<file path="config.mk">
export PLATFORM = sky130hd
export DESIGN_NAME = tank_motion_ctrl
export DESIGN_NICKNAME = d
export VERILOG_FILES = /design/src/rtl/motion_pkg.sv /design/src/rtl/motion_axis.sv /design/src/rtl/tank_motion_ctrl.sv
export SDC_FILE = /design/constraint.sdc
export NUM_CORES = 1
export LEC_CHECK = 0
export ABC_AREA = 1
export ABC_CLOCK_PERIOD_IN_PS = 6900
export CORE_MARGIN = 2
export CORE_UTILIZATION = 56
export CTS_CLUSTER_SIZE = 30
export DETAILED_ROUTE_END_ITERATION = 8
export MAX_ROUTING_LAYER = met4
export PLACE_DENSITY = 0.87
export SLEW_MARGIN = 20
export SYNTH_ARGS = -nofsm -noshare
export SYNTH_HDL_FRONTEND = slang
export SYNTH_SLANG_ARGS = --single-unit
</file>
<file path="constraint.sdc">
create_clock -name clk -period 6.9 [get_ports clk]
set_clock_uncertainty 0.15 [all_clocks]
set_input_delay 1.035 -clock clk [delete_from_list [all_inputs] [get_ports clk]]
set_output_delay 1.035 -clock clk [all_outputs]
set_load 0.1 [all_outputs]
</file>
<file path="src/rtl/motion_pkg.sv">
// motion_pkg: shared definitions for the tank motion controller.
// Holds the 8-way heading encoding, default screen bounds and start
// position, and the helper that turns per-axis direction signs into a heading.
// Optional feature macro used by the design: MOTION_ACCEL_EN.
package motion_pkg;

    typedef enum logic [2:0] {
        HDG_UP         = 3'd0,
        HDG_UP_RIGHT   = 3'd1,
        HDG_RIGHT      = 3'd2,
        HDG_DOWN_RIGHT = 3'd3,
        HDG_DOWN       = 3'd4,
        HDG_DOWN_LEFT  = 3'd5,
        HDG_LEFT       = 3'd6,
        HDG_UP_LEFT    = 3'd7
    } heading_t;

    localparam logic signed [1:0] DIR_NONE = 2'sb00;
    localparam logic signed [1:0] DIR_POS  = 2'sb01;
    localparam logic signed [1:0] DIR_NEG  = 2'sb11;

    localparam int DEF_X0    = 200;
    localparam int DEF_Y0    = 200;
    localparam int DEF_X_MIN = 3;
    localparam int DEF_X_MAX = 1004;
    localparam int DEF_Y_MIN = 3;
    localparam int DEF_Y_MAX = 744;

    // Screen y grows downwards, so a negative y direction means "up".
    function automatic heading_t encodeHeading(input logic signed [1:0] dirX,
                                               input logic signed [1:0] dirY);
        heading_t hdg;
        hdg = HDG_UP;
        if (dirX == DIR_POS) begin
            if (dirY == DIR_NEG)      hdg = HDG_UP_RIGHT;
            else if (dirY == DIR_POS) hdg = HDG_DOWN_RIGHT;
            else                      hdg = HDG_RIGHT;
        end else if (dirX == DIR_NEG) begin
            if (dirY == DIR_NEG)      hdg = HDG_UP_LEFT;
            else if (dirY == DIR_POS) hdg = HDG_DOWN_LEFT;
            else                      hdg = HDG_LEFT;
        end else if (dirY == DIR_POS) begin
            hdg = HDG_DOWN;
        end else begin
            hdg = HDG_UP;
        end
        return hdg;
    endfunction

endpackage

</file>
<file path="src/rtl/motion_axis.sv">
// motion_axis: decodes one joystick axis into a signed step and produces the
// clamped next position for that axis. Arithmetic is done two bits wider than
// the position so stepping past 0 or the top of the range never wraps.
module motion_axis
    import motion_pkg::*;
#(
    parameter int AXIS_W    = 10,
    parameter int POS_W     = 12,
    parameter int P_MIN     = DEF_X_MIN,
    parameter int P_MAX     = DEF_X_MAX,
    parameter int DZ_LO     = 400,
    parameter int DZ_HI     = 600,
    parameter int FAST_LO   = 150,
    parameter int FAST_HI   = 850,
    parameter int STEP_SLOW = 1,
    parameter int STEP_FAST = 3
) (
    input  logic [AXIS_W-1:0]       i_sample,
    input  logic [POS_W-1:0]        i_pos,
    input  logic                    i_boost,
    output logic [POS_W-1:0]        o_nextPos,
    output logic signed [1:0]       o_dir
);

    localparam int SW = POS_W + 2;

    localparam logic [AXIS_W-1:0] L_DZ_LO   = AXIS_W'(DZ_LO);
    localparam logic [AXIS_W-1:0] L_DZ_HI   = AXIS_W'(DZ_HI);
    localparam logic [AXIS_W-1:0] L_FAST_LO = AXIS_W'(FAST_LO);
    localparam logic [AXIS_W-1:0] L_FAST_HI = AXIS_W'(FAST_HI);

    localparam logic signed [SW-1:0] L_MIN  = SW'(P_MIN);
    localparam logic signed [SW-1:0] L_MAX  = SW'(P_MAX);
    localparam logic signed [SW-1:0] L_SLOW = SW'(STEP_SLOW);
    localparam logic signed [SW-1:0] L_FAST = SW'(STEP_FAST);

    logic signed [SW-1:0] w_mag;
    logic signed [SW-1:0] w_sum;
    logic signed [SW-1:0] w_clamped;

    // Low samples push the sprite towards larger coordinates, high samples towards smaller.
    always_comb begin
        o_dir = DIR_NONE;
        if (i_sample < L_DZ_LO) begin
            o_dir = DIR_POS;
        end else if (i_sample > L_DZ_HI) begin
            o_dir = DIR_NEG;
        end
    end

    // Step size from the speed zone, optional boost doubling, then add and clamp.
    always_comb begin
        w_mag = ((i_sample < L_FAST_LO) || (i_sample > L_FAST_HI)) ? L_FAST : L_SLOW;
        if (i_boost) begin
            w_mag = w_mag <<< 1;
        end
        w_sum = $signed({2'b00, i_pos});
        if (o_dir == DIR_POS) begin
            w_sum = w_sum + w_mag;
        end else if (o_dir == DIR_NEG) begin
            w_sum = w_sum - w_mag;
        end
        w_clamped = w_sum;
        if (w_sum < L_MIN) begin
            w_clamped = L_MIN;
        end else if (w_sum > L_MAX) begin
            w_clamped = L_MAX;
        end
        o_nextPos = w_clamped[POS_W-1:0];
    end

endmodule

</file>
<file path="src/rtl/tank_motion_ctrl.sv">
// tank_motion_ctrl: joystick-to-position controller for NCH tanks.
// A shared divider produces a one-cycle movement tick; on each tick every
// channel steps its clamped position and updates its 8-way heading. The video
// timing/RGB bus and enable are delayed by one register stage.
// Optional feature macro: MOTION_ACCEL_EN (hold-to-boost step doubling).
module tank_motion_ctrl
    import motion_pkg::*;
#(
    parameter int NCH       = 2,
    parameter int AXIS_W    = 10,
    parameter int POS_W     = 12,
    parameter int X0        = DEF_X0,
    parameter int Y0        = DEF_Y0,
    parameter int X_MIN     = DEF_X_MIN,
    parameter int X_MAX     = DEF_X_MAX,
    parameter int Y_MIN     = DEF_Y_MIN,
    parameter int Y_MAX     = DEF_Y_MAX,
    parameter int DZ_LO     = 400,
    parameter int DZ_HI     = 600,
    parameter int FAST_LO   = 150,
    parameter int FAST_HI   = 850,
    parameter int STEP_SLOW = 1,
    parameter int STEP_FAST = 3,
    parameter int TICK_DIV  = 1000000
`ifdef MOTION_ACCEL_EN
    ,
    parameter int ACCEL_TICKS = 32
`endif
) (
    input  logic                    clk,
    input  logic                    rst,
    input  logic                    enable,
    input  logic [NCH*AXIS_W-1:0]   joy_x,
    input  logic [NCH*AXIS_W-1:0]   joy_y,
    input  logic [10:0]             hcount_in,
    input  logic [9:0]              vcount_in,
    input  logic                    hsync_in,
    input  logic                    vsync_in,
    input  logic                    hblnk_in,
    input  logic                    vblnk_in,
    input  logic [11:0]             rgb_in,
    output logic [10:0]             hcount_out,
    output logic [9:0]              vcount_out,
    output logic                    hsync_out,
    output logic                    vsync_out,
    output logic                    hblnk_out,
    output logic                    vblnk_out,
    output logic [11:0]             rgb_out,
    output logic                    enable_out,
    output logic [NCH*POS_W-1:0]    xpos,
    output logic [NCH*POS_W-1:0]    ypos,
    output logic [NCH*3-1:0]        heading,
    output logic [NCH-1:0]          moving,
    output logic                    tick
);

    localparam int CW = (TICK_DIV > 1) ? $clog2(TICK_DIV) : 1;
    localparam logic [CW-1:0] L_TICK_LAST = CW'(TICK_DIV - 1);
    localparam logic [POS_W-1:0] L_X0 = POS_W'(X0);
    localparam logic [POS_W-1:0] L_Y0 = POS_W'(Y0);

    logic [CW-1:0] r_tickCnt;

    // Movement divider; held at zero while the game is not enabled.
    always_ff @(posedge clk) begin
        if (rst || !enable) begin
            r_tickCnt <= '0;
        end else if (r_tickCnt == L_TICK_LAST) begin
            r_tickCnt <= '0;
        end else begin
            r_tickCnt <= r_tickCnt + 1'b1;
        end
    end

    assign tick = (r_tickCnt == L_TICK_LAST);

    // One-cycle delay of the video bus and enable so downstream drawers stay aligned.
    always_ff @(posedge clk) begin
        if (rst) begin
            hcount_out <= '0;
            vcount_out <= '0;
            hsync_out  <= 1'b0;
            vsync_out  <= 1'b0;
            hblnk_out  <= 1'b0;
            vblnk_out  <= 1'b0;
            rgb_out    <= '0;
            enable_out <= 1'b0;
        end else begin
            hcount_out <= hcount_in;
            vcount_out <= vcount_in;
            hsync_out  <= hsync_in;
            vsync_out  <= vsync_in;
            hblnk_out  <= hblnk_in;
            vblnk_out  <= vblnk_in;
            rgb_out    <= rgb_in;
            enable_out <= enable;
        end
    end

    for (genvar ch = 0; ch < NCH; ch++) begin : g_ch
        logic [POS_W-1:0]  r_xpos;
        logic [POS_W-1:0]  r_ypos;
        heading_t          r_heading;
        logic              r_moving;
        logic [POS_W-1:0]  w_nextX;
        logic [POS_W-1:0]  w_nextY;
        logic signed [1:0] w_dirX;
        logic signed [1:0] w_dirY;
        logic              w_boost;
        logic              w_moving;
        heading_t          w_hdg;

        motion_axis #(
            .AXIS_W(AXIS_W), .POS_W(POS_W), .P_MIN(X_MIN), .P_MAX(X_MAX),
            .DZ_LO(DZ_LO), .DZ_HI(DZ_HI), .FAST_LO(FAST_LO), .FAST_HI(FAST_HI),
            .STEP_SLOW(STEP_SLOW), .STEP_FAST(STEP_FAST)
        ) u_axisX (
            .i_sample (joy_x[ch*AXIS_W +: AXIS_W]),
            .i_pos    (r_xpos),
            .i_boost  (w_boost),
            .o_nextPos(w_nextX),
            .o_dir    (w_dirX)
        );

        motion_axis #(
            .AXIS_W(AXIS_W), .POS_W(POS_W), .P_MIN(Y_MIN), .P_MAX(Y_MAX),
            .DZ_LO(DZ_LO), .DZ_HI(DZ_HI), .FAST_LO(FAST_LO), .FAST_HI(FAST_HI),
            .STEP_SLOW(STEP_SLOW), .STEP_FAST(STEP_FAST)
        ) u_axisY (
            .i_sample (joy_y[ch*AXIS_W +: AXIS_W]),
            .i_pos    (r_ypos),
            .i_boost  (w_boost),
            .o_nextPos(w_nextY),
            .o_dir    (w_dirY)
        );

        assign w_moving = (w_dirX != DIR_NONE) || (w_dirY != DIR_NONE);
        assign w_hdg    = encodeHeading(w_dirX, w_dirY);

`ifdef MOTION_ACCEL_EN
        localparam int HW = $clog2(ACCEL_TICKS + 1);
        logic [HW-1:0] r_hold;

        assign w_boost = (r_hold == HW'(ACCEL_TICKS));

        // Count consecutive ticks held in one direction, saturating at the boost threshold.
        always_ff @(posedge clk) begin
            if (rst || !enable) begin
                r_hold <= '0;
            end else if (tick) begin
                if (w_moving && (w_hdg == r_heading)) begin
                    if (!w_boost) begin
                        r_hold <= r_hold + 1'b1;
                    end
                end else begin
                    r_hold <= '0;
                end
            end
        end
`else
        assign w_boost = 1'b0;
`endif

        // Per-channel position/heading state; disable returns the tank to its start.
        always_ff @(posedge clk) begin
            if (rst || !enable) begin
                r_xpos    <= L_X0;
                r_ypos    <= L_Y0;
                r_heading <= HDG_UP;
                r_moving  <= 1'b0;
            end else if (tick) begin
                r_xpos   <= w_nextX;
                r_ypos   <= w_nextY;
                r_moving <= w_moving;
                if (w_moving) begin
                    r_heading <= w_hdg;
                end
            end
        end

        assign xpos[ch*POS_W +: POS_W] = r_xpos;
        assign ypos[ch*POS_W +: POS_W] = r_ypos;
        assign heading[ch*3 +: 3]      = r_heading;
        assign moving[ch]              = r_moving;
    end

endmodule

</file>
After elaboration in Yosys (flattened, before gate mapping)
Index checks and enable logic that the tools add are counted.
Word-level totals
  latch bits: 0
  output and inout bits: 95
  bits in registers: 114
  input bits: 80
  memory bits (writable): 0
  bits in read-only memories: 0
  memories: 0
  word-level logic and storage cells: 116
Cells by class
  div/mod/pow operators: 0
  shift operators: 0
  add/sub/neg operators: 9
  magnitude comparators: 24
  multiplexer cells: 42
  bitwise gates (word level): 0
  reduce and logical (&&, ||, !) cells: 15
  equality and inequality tests: 9
  multipliers: 0
Operators with widths (number)
  14-bit 2-to-1 mux: 8
  12-bit 2-to-1 mux: 8
  10-bit greater-than comparator, second input constant: 8
  13-bit by 14-bit adder with 14-bit output: 4
  14-bit by 11-bit greater-than comparator with 1-bit output, second input constant: 4
  14-bit by 3-bit < comparator with 1-bit output, second input constant: 4
  13-bit by 14-bit subtractor with 14-bit output: 4
  10-bit by 8-bit < comparator with 1-bit output, second input constant: 4
  10-bit by 9-bit < comparator with 1-bit output, second input constant: 4
  2-bit 2-to-1 mux: 18
  20-bit by 1-bit adder with 20-bit output, second input constant: 1
  20-bit equality test, second input constant: 1
  3-bit 2-to-1 mux: 6
  2-bit by 1-bit equality test with 1-bit output, second input constant: 4
  2-bit equality test, second input constant: 4
  2-bit nonzero test: 4
  1-bit logical OR: 7
  2-bit AND reduction: 2
  1-bit 2-to-1 mux: 2
  2-bit OR reduction: 1
  1-bit zero test: 1

Depth between registers and ports, before layout
  depth after elaboration: 9
  mapped depth: 26
  gate-level depth less buffers: 26

Modules after synthesis
Synthesis repeated with hierarchy kept, for this count alone.
Second synthesis, totals
  cell total of the unflattened synthesis: 1635
  area, all modules: 9694.3 sq um
By module, submodules not included
  tank_motion_ctrl: cells each 562, area each 4309.1 sq um, times used 1, sequential area each 2282.2 sq um
  motion_axis at g_ch[1].u_axisY: cells each 286, area each 1500.2 sq um, times used 1, sequential area each 0.0 sq um
  motion_axis at g_ch[0].u_axisY: cells each 276, area each 1398.8 sq um, times used 1, sequential area each 0.0 sq um
  motion_axis at g_ch[0].u_axisX: cells each 261, area each 1312.5 sq um, times used 1, sequential area each 0.0 sq um
  motion_axis at g_ch[1].u_axisX: cells each 250, area each 1173.6 sq um, times used 1, sequential area each 0.0 sq um

Least setup slack after synthesis
Ideal clock, no wire load.
  kind: input to register
  start point: in joy_y[8]
  end point: reg g_ch[0].r_ypos[9]
  library setup time: 0.116 ns
  data arrival time: 3.405 ns
  data required time: 6.634 ns
  setup slack: 3.229 ns
  cell stages on the path: 19
  buffers on the path: 0
  path through: nor2_1 -> a21oi_1 -> a31oi_1 -> inv_1 -> fa_1 -> nor2_4 -> nand2_1 -> nor2_2 -> nand3_1 -> o21ai_2 -> nand2_1 -> nand2_1 -> nand2_1 -> nor2_1 -> nand3_2 -> nand3_2 -> nand2_1 -> nand2_1 -> nand2_1
Between the ends
  longest elaborated chain between the ends: 9
  elaborated cells between the ends (all ways): 18
  classes of those cells: add/sub: 2; order compare: 6; eq/ne: 2; mux: 7; reduce/logical: 1
RTL lines
  start, declared: RTL line tank_motion_ctrl.sv:34  | input logic [NCH*AXIS_W-1:0] joy_y,
  10-bit by 8-bit < comparator with 1-bit output, or another cell as far along: RTL line motion_axis.sv:53  | w_mag = ((i_sample < L_FAST_LO) || (i_sample > L_FAST_HI)) ? L_FAST : L_SLOW;
  1-bit logical OR or 2-bit 2-to-1 mux (tied branches): RTL line motion_axis.sv:53, motion_axis.sv:46
  2-bit 2-to-1 mux (on tied branches): RTL line motion_axis.sv:53, motion_axis.sv:44
  13-bit by 14-bit subtractor with 14-bit output or 2-bit by 1-bit equality test with 1-bit output (tied branches): RTL line motion_axis.sv:61, motion_axis.sv:60
  14-bit 2-to-1 mux: RTL line motion_axis.sv:60  | end else if (o_dir == DIR_NEG) begin
  14-bit 2-to-1 mux (*): RTL line motion_axis.sv:58  | if (o_dir == DIR_POS) begin
  14-bit by 11-bit greater-than comparator with 1-bit output: RTL line motion_axis.sv:66  | end else if (w_sum > L_MAX) begin
  12-bit 2-to-1 mux: RTL line motion_axis.sv:66
  12-bit 2-to-1 mux (*): RTL line motion_axis.sv:64  | if (w_sum < L_MIN) begin
  end signal, assigned: RTL line tank_motion_ctrl.sv:173  | r_ypos <= w_nextY;
  end, declared: RTL line tank_motion_ctrl.sv:102  | logic [POS_W-1:0] r_ypos;
Mark *: on every way between the ends. The rest lies on a longest branch, timed or not.
A chain may end at the register's enable or synchronous reset.

Worst setup path in the final report
  start point: reg r_tickCnt[0]
  end point: out tick
Between the ends
  longest elaborated chain between the ends: 1
RTL lines
  start, declared: RTL line tank_motion_ctrl.sv:62  | logic [CW-1:0] r_tickCnt;
  start signal, assigned: RTL line tank_motion_ctrl.sv:71  | r_tickCnt <= r_tickCnt + 1'b1;
  20-bit equality test: RTL line tank_motion_ctrl.sv:75  | assign tick = (r_tickCnt == L_TICK_LAST);
  end, declared: RTL line tank_motion_ctrl.sv:54  | output logic tick
No other way between the ends.

==> flow_summary.toml <==
[worst_setup_path]
r2r_slack_ps = 3890
r2r_cells = 16
cp.arrival_ps = 3750
r2r-start = "g_ch[0].r_xpos[0]$_SDFFE_PP0P_"
crit_type = "flip-flop to output pin"
endpoint = "tick"
critPathMaxFanout = 20
worst_setup_path_end_kind = "output pin"
r2r_end = "g_ch[0].r_xpos[5]$_SDFFE_PP0P_"
required_ps = 5710
startpoint = "r_tickCnt[0]$_SDFF_PP0_"
startpoint_type = "flip-flop"

[global_route]
overflow = 0
grt_max_degree = 39
grt_pass1_wl_um = 38800
grt_usage_pct = 30.1
grt_pass1_vias = 8687
antenna_found_initial = 0

[sta]
hold_violations = 0
slew_headroom_pct = 29.6
tightestPinTransition_ps = 1050
fin_crit_sh_pct = 71.5
finalMaxSlewViolations = 0
setup_slack_ps = 1970
finalSetupViolCount = 0
max_freq_ghz = 0.203
period_minus_slack_ps = 4930
grt_setup_unrepaired = "no"
tns_ps = 0

[synthesis]
synth.cell_area_um2 = 8280
netlist-cell-type-count = 45
synthArstFlopShare_pct = 0
synth_edf_count = 0
synth_top_flop_cell = "dfxtp_1"
synth-seq-area-share_pct = 27.6
yosys.area_share.xor_xnor_pct = 2.54
synth_compound_area_share_pct = 6.84
avgSynthCellArea_um2 = 5.85
synth_fa_ha_area_share_pct = 3.29
synth_warnings = 0
synthCells = 1415
syn_nets = 1512
ys_ff_latch = 114
synth_top_family_by_area = "simple AND/OR/NAND/NOR gates"
synth_simple_gate_area_share_pct = 48.2
synth_mux_area_share_pct = 0

[clock_tree]
cts_tree = "built"
clock_sinks = 114
clockRootBuffer = "clkbuf_16"
postCtsHoldBufs = 0
cts_buffers = 17
clock_latency_ps = 410
post-cts-setup-buffers = 0
cts-resized-gates = 0
path_clk_slew_ps = 50
cts_buffer_depth = 2
cts_max_level = 4

[pwr]
p_per_area_nw_per_um2 = 174
ir_worst_vdd_mv = 0.226
leakagePower_nw = 5.05

[outcome]
status = "complete, no violations"

[routing]
ant_nets = 0
wl_um = 23300
vias = 9483
via_per_inst = 5.35
drc_errors = 0
wl_per_cell_um = 13.1
drtIter0Drc = 808
first_pass_iters = 6

[hold_path]
hold_path.class = "flip-flop to flip-flop"

[place]
placed_cell_area_um2 = 10100
dpl_worst_slack_ps = 2330
numPortBuffers = 174
hpwl_um = 17300
place.gp.congestion = 0.957

[final_layout]
num-nets-final = 1675
syn_to_final_growth_pct = 28.9
finalInstanceArea_um2 = 10700
fillCellCount = 1219
insertedDiodeCount = 0
drive_gt1_share_pct = 6.35

[die]
fp.coreArea_um2 = 14500
die_y_um = 126
die_w_um = 126
initial_core_util_pct = 57.2
rows = 44
die_area_um2 = 15800
io_pins = 175

[flow_run]
maxCapViolCount = 0
==> flip-flops by register name, indices dropped and copies added, names as in the netlist <==
register	cells
enable_out	1
g_ch.r_heading	6
g_ch.r_moving	2
g_ch.r_xpos	24
g_ch.r_ypos	24
hblnk_out	1
hcount_out	11
hsync_out	1
r_tickCnt	20
rgb_out	12
vblnk_out	1
vcount_out	10
vsync_out	1
==> layout by cell type, fill, tap and decap left out, types with 3 or more instances in the layout <==
| cell type | count |
|---|---|
| a21oi_1 | 41 |
| clkbuf_16 | 17 |
| clkbuf_8 | 3 |
| clkdlybuf4s50_1 | 174 |
| clkinv_2 | 3 |
| clkinvlp_4 | 3 |
| dfxtp_1 | 114 |
| fa_1 | 8 |
| ha_1 | 9 |
| inv_1 | 196 |
| inv_2 | 11 |
| nand2_1 | 463 |
| nand2_2 | 17 |
| nand2_4 | 5 |
| nand3_1 | 125 |
| nand3_2 | 10 |
| nand3b_1 | 5 |
| nand4_1 | 24 |
| nor2_1 | 203 |
| nor2_2 | 11 |
| nor2_4 | 3 |
| nor3_1 | 33 |
| nor4_1 | 5 |
| o21a_1 | 3 |
| o21ai_0 | 34 |
| o21ai_1 | 6 |
| o21ai_2 | 4 |
| o22ai_1 | 3 |
| or2_1 | 4 |
| or2_2 | 4 |
| xor2_1 | 23 |
==> stage by stage <==
step | total power, mW | hold WS [ps] | std cells | util, %
6_report | 1.85 | 296 | 1774 | 73.7
5_1_grt | 1.92 | 346 | 1774 | 73.7
4_1_cts | 1.86 | 297 | 1774 | 73.7
3_5_place_dp | 1.01 | 288 | 1743 | 69.7
3_3_place_gp | 1.00 | 280 | 1743 | 69.7
2_1_floorplan | 0.905 | 268 | 1415 | -
==> synth_stat cells, types with 2 or more instances <==
cell / instances / area (um2)
o21ai_2: 4 / 35.0
nor4_1: 5 / 31.3
nor2_2: 11 / 68.8
inv_1: 196 / 736
dfxtp_1: 114 / 2280
buf_6: 3 / 33.8
nor2_1: 203 / 762
a21oi_1: 41 / 205
buf_2: 10 / 50.1
o21ai_1: 6 / 30.0
nand2_4: 5 / 56.3
o22ai_1: 3 / 18.8
ha_1: 9 / 113
fa_1: 8 / 160
clkbuf_1: 13 / 48.8
nand3_2: 10 / 100
nand4_1: 24 / 150
or2_2: 4 / 25.0
nand2_1: 463 / 1740
inv_2: 11 / 41.3
a31oi_1: 2 / 12.5
or2_1: 4 / 25.0
nor2_4: 3 / 33.8
o21ai_0: 34 / 170
buf_4: 6 / 45.0
nand2_2: 17 / 106
nand3b_1: 5 / 37.5
nand3_1: 125 / 626
xor2_1: 23 / 201
a22oi_1: 2 / 15.0
and3_1: 2 / 12.5
nor3_2: 2 / 20.0
nor3_1: 33 / 165
o21a_1: 3 / 22.5
==> kinds of logic after synthesis <==
family                   Yosys count
AO/OA/AOI/OAI                    101
XOR/XNOR                          24
adder cells (fa/ha/maj)           17
buffers and inverters            239
flip-flops                       114
AND/OR/NAND/NOR                  920
==> layout make-up <==
type | count | area [um2] | area share (%)
inverters | 207 | 777 | 7.28
clock inverters | 9 | 106 | 0.997
clock buffers | 22 | 474 | 4.44
multi-input cells | 1062 | 5040 | 47.3
flip-flops and latches | 114 | 2280 | 21.4
repair buffers | 176 | 1760 | 16.5
well taps | 184 | 230 | 2.16
==> how the worst min path moves through the flow <==
stage	endpoint	start	cells after the start	slack [ps]
floorplan	r_tickCnt[0]$_SDFF_PP0_	r_tickCnt[0]$_SDFF_PP0_	1	270
global placement	r_tickCnt[0]$_SDFF_PP0_	r_tickCnt[0]$_SDFF_PP0_	1	280
detailed placement	r_tickCnt[0]$_SDFF_PP0_	r_tickCnt[0]$_SDFF_PP0_	1	290
CTS	r_tickCnt[0]$_SDFF_PP0_	r_tickCnt[0]$_SDFF_PP0_	1	300
global route	r_tickCnt[0]$_SDFF_PP0_	r_tickCnt[0]$_SDFF_PP0_	1	350
finish	r_tickCnt[0]$_SDFF_PP0_	r_tickCnt[0]$_SDFF_PP0_	1	300
==> where the power goes <==
group	switching (mW)	internal [mW]
clock	0.298	0.555
combinational	0.219	0.105
sequential	0.00325	0.671
==> critical path, cell delays in order (launching register included) <==
cell and delay (ps):
dfxtp_1 340, ha_1 170, nand2_1 50, inv_1 90
nand2_1 80, nor3_2 170, inv_1 70, or2_1 220
inv_1 70, nand2_1 420, inv_2 430, clkdlybuf4s50_1 1200
==> layer usage <==
metal	vias up	track usage (%)	wire length (um)
li1	4739	-	-
met3	50	7.48	1890
met2	440	49.4	10900
met4	0	9.67	459
met5	-	-	0
met1	4254	36.4	9980
(Power assumes the default switching activity.)
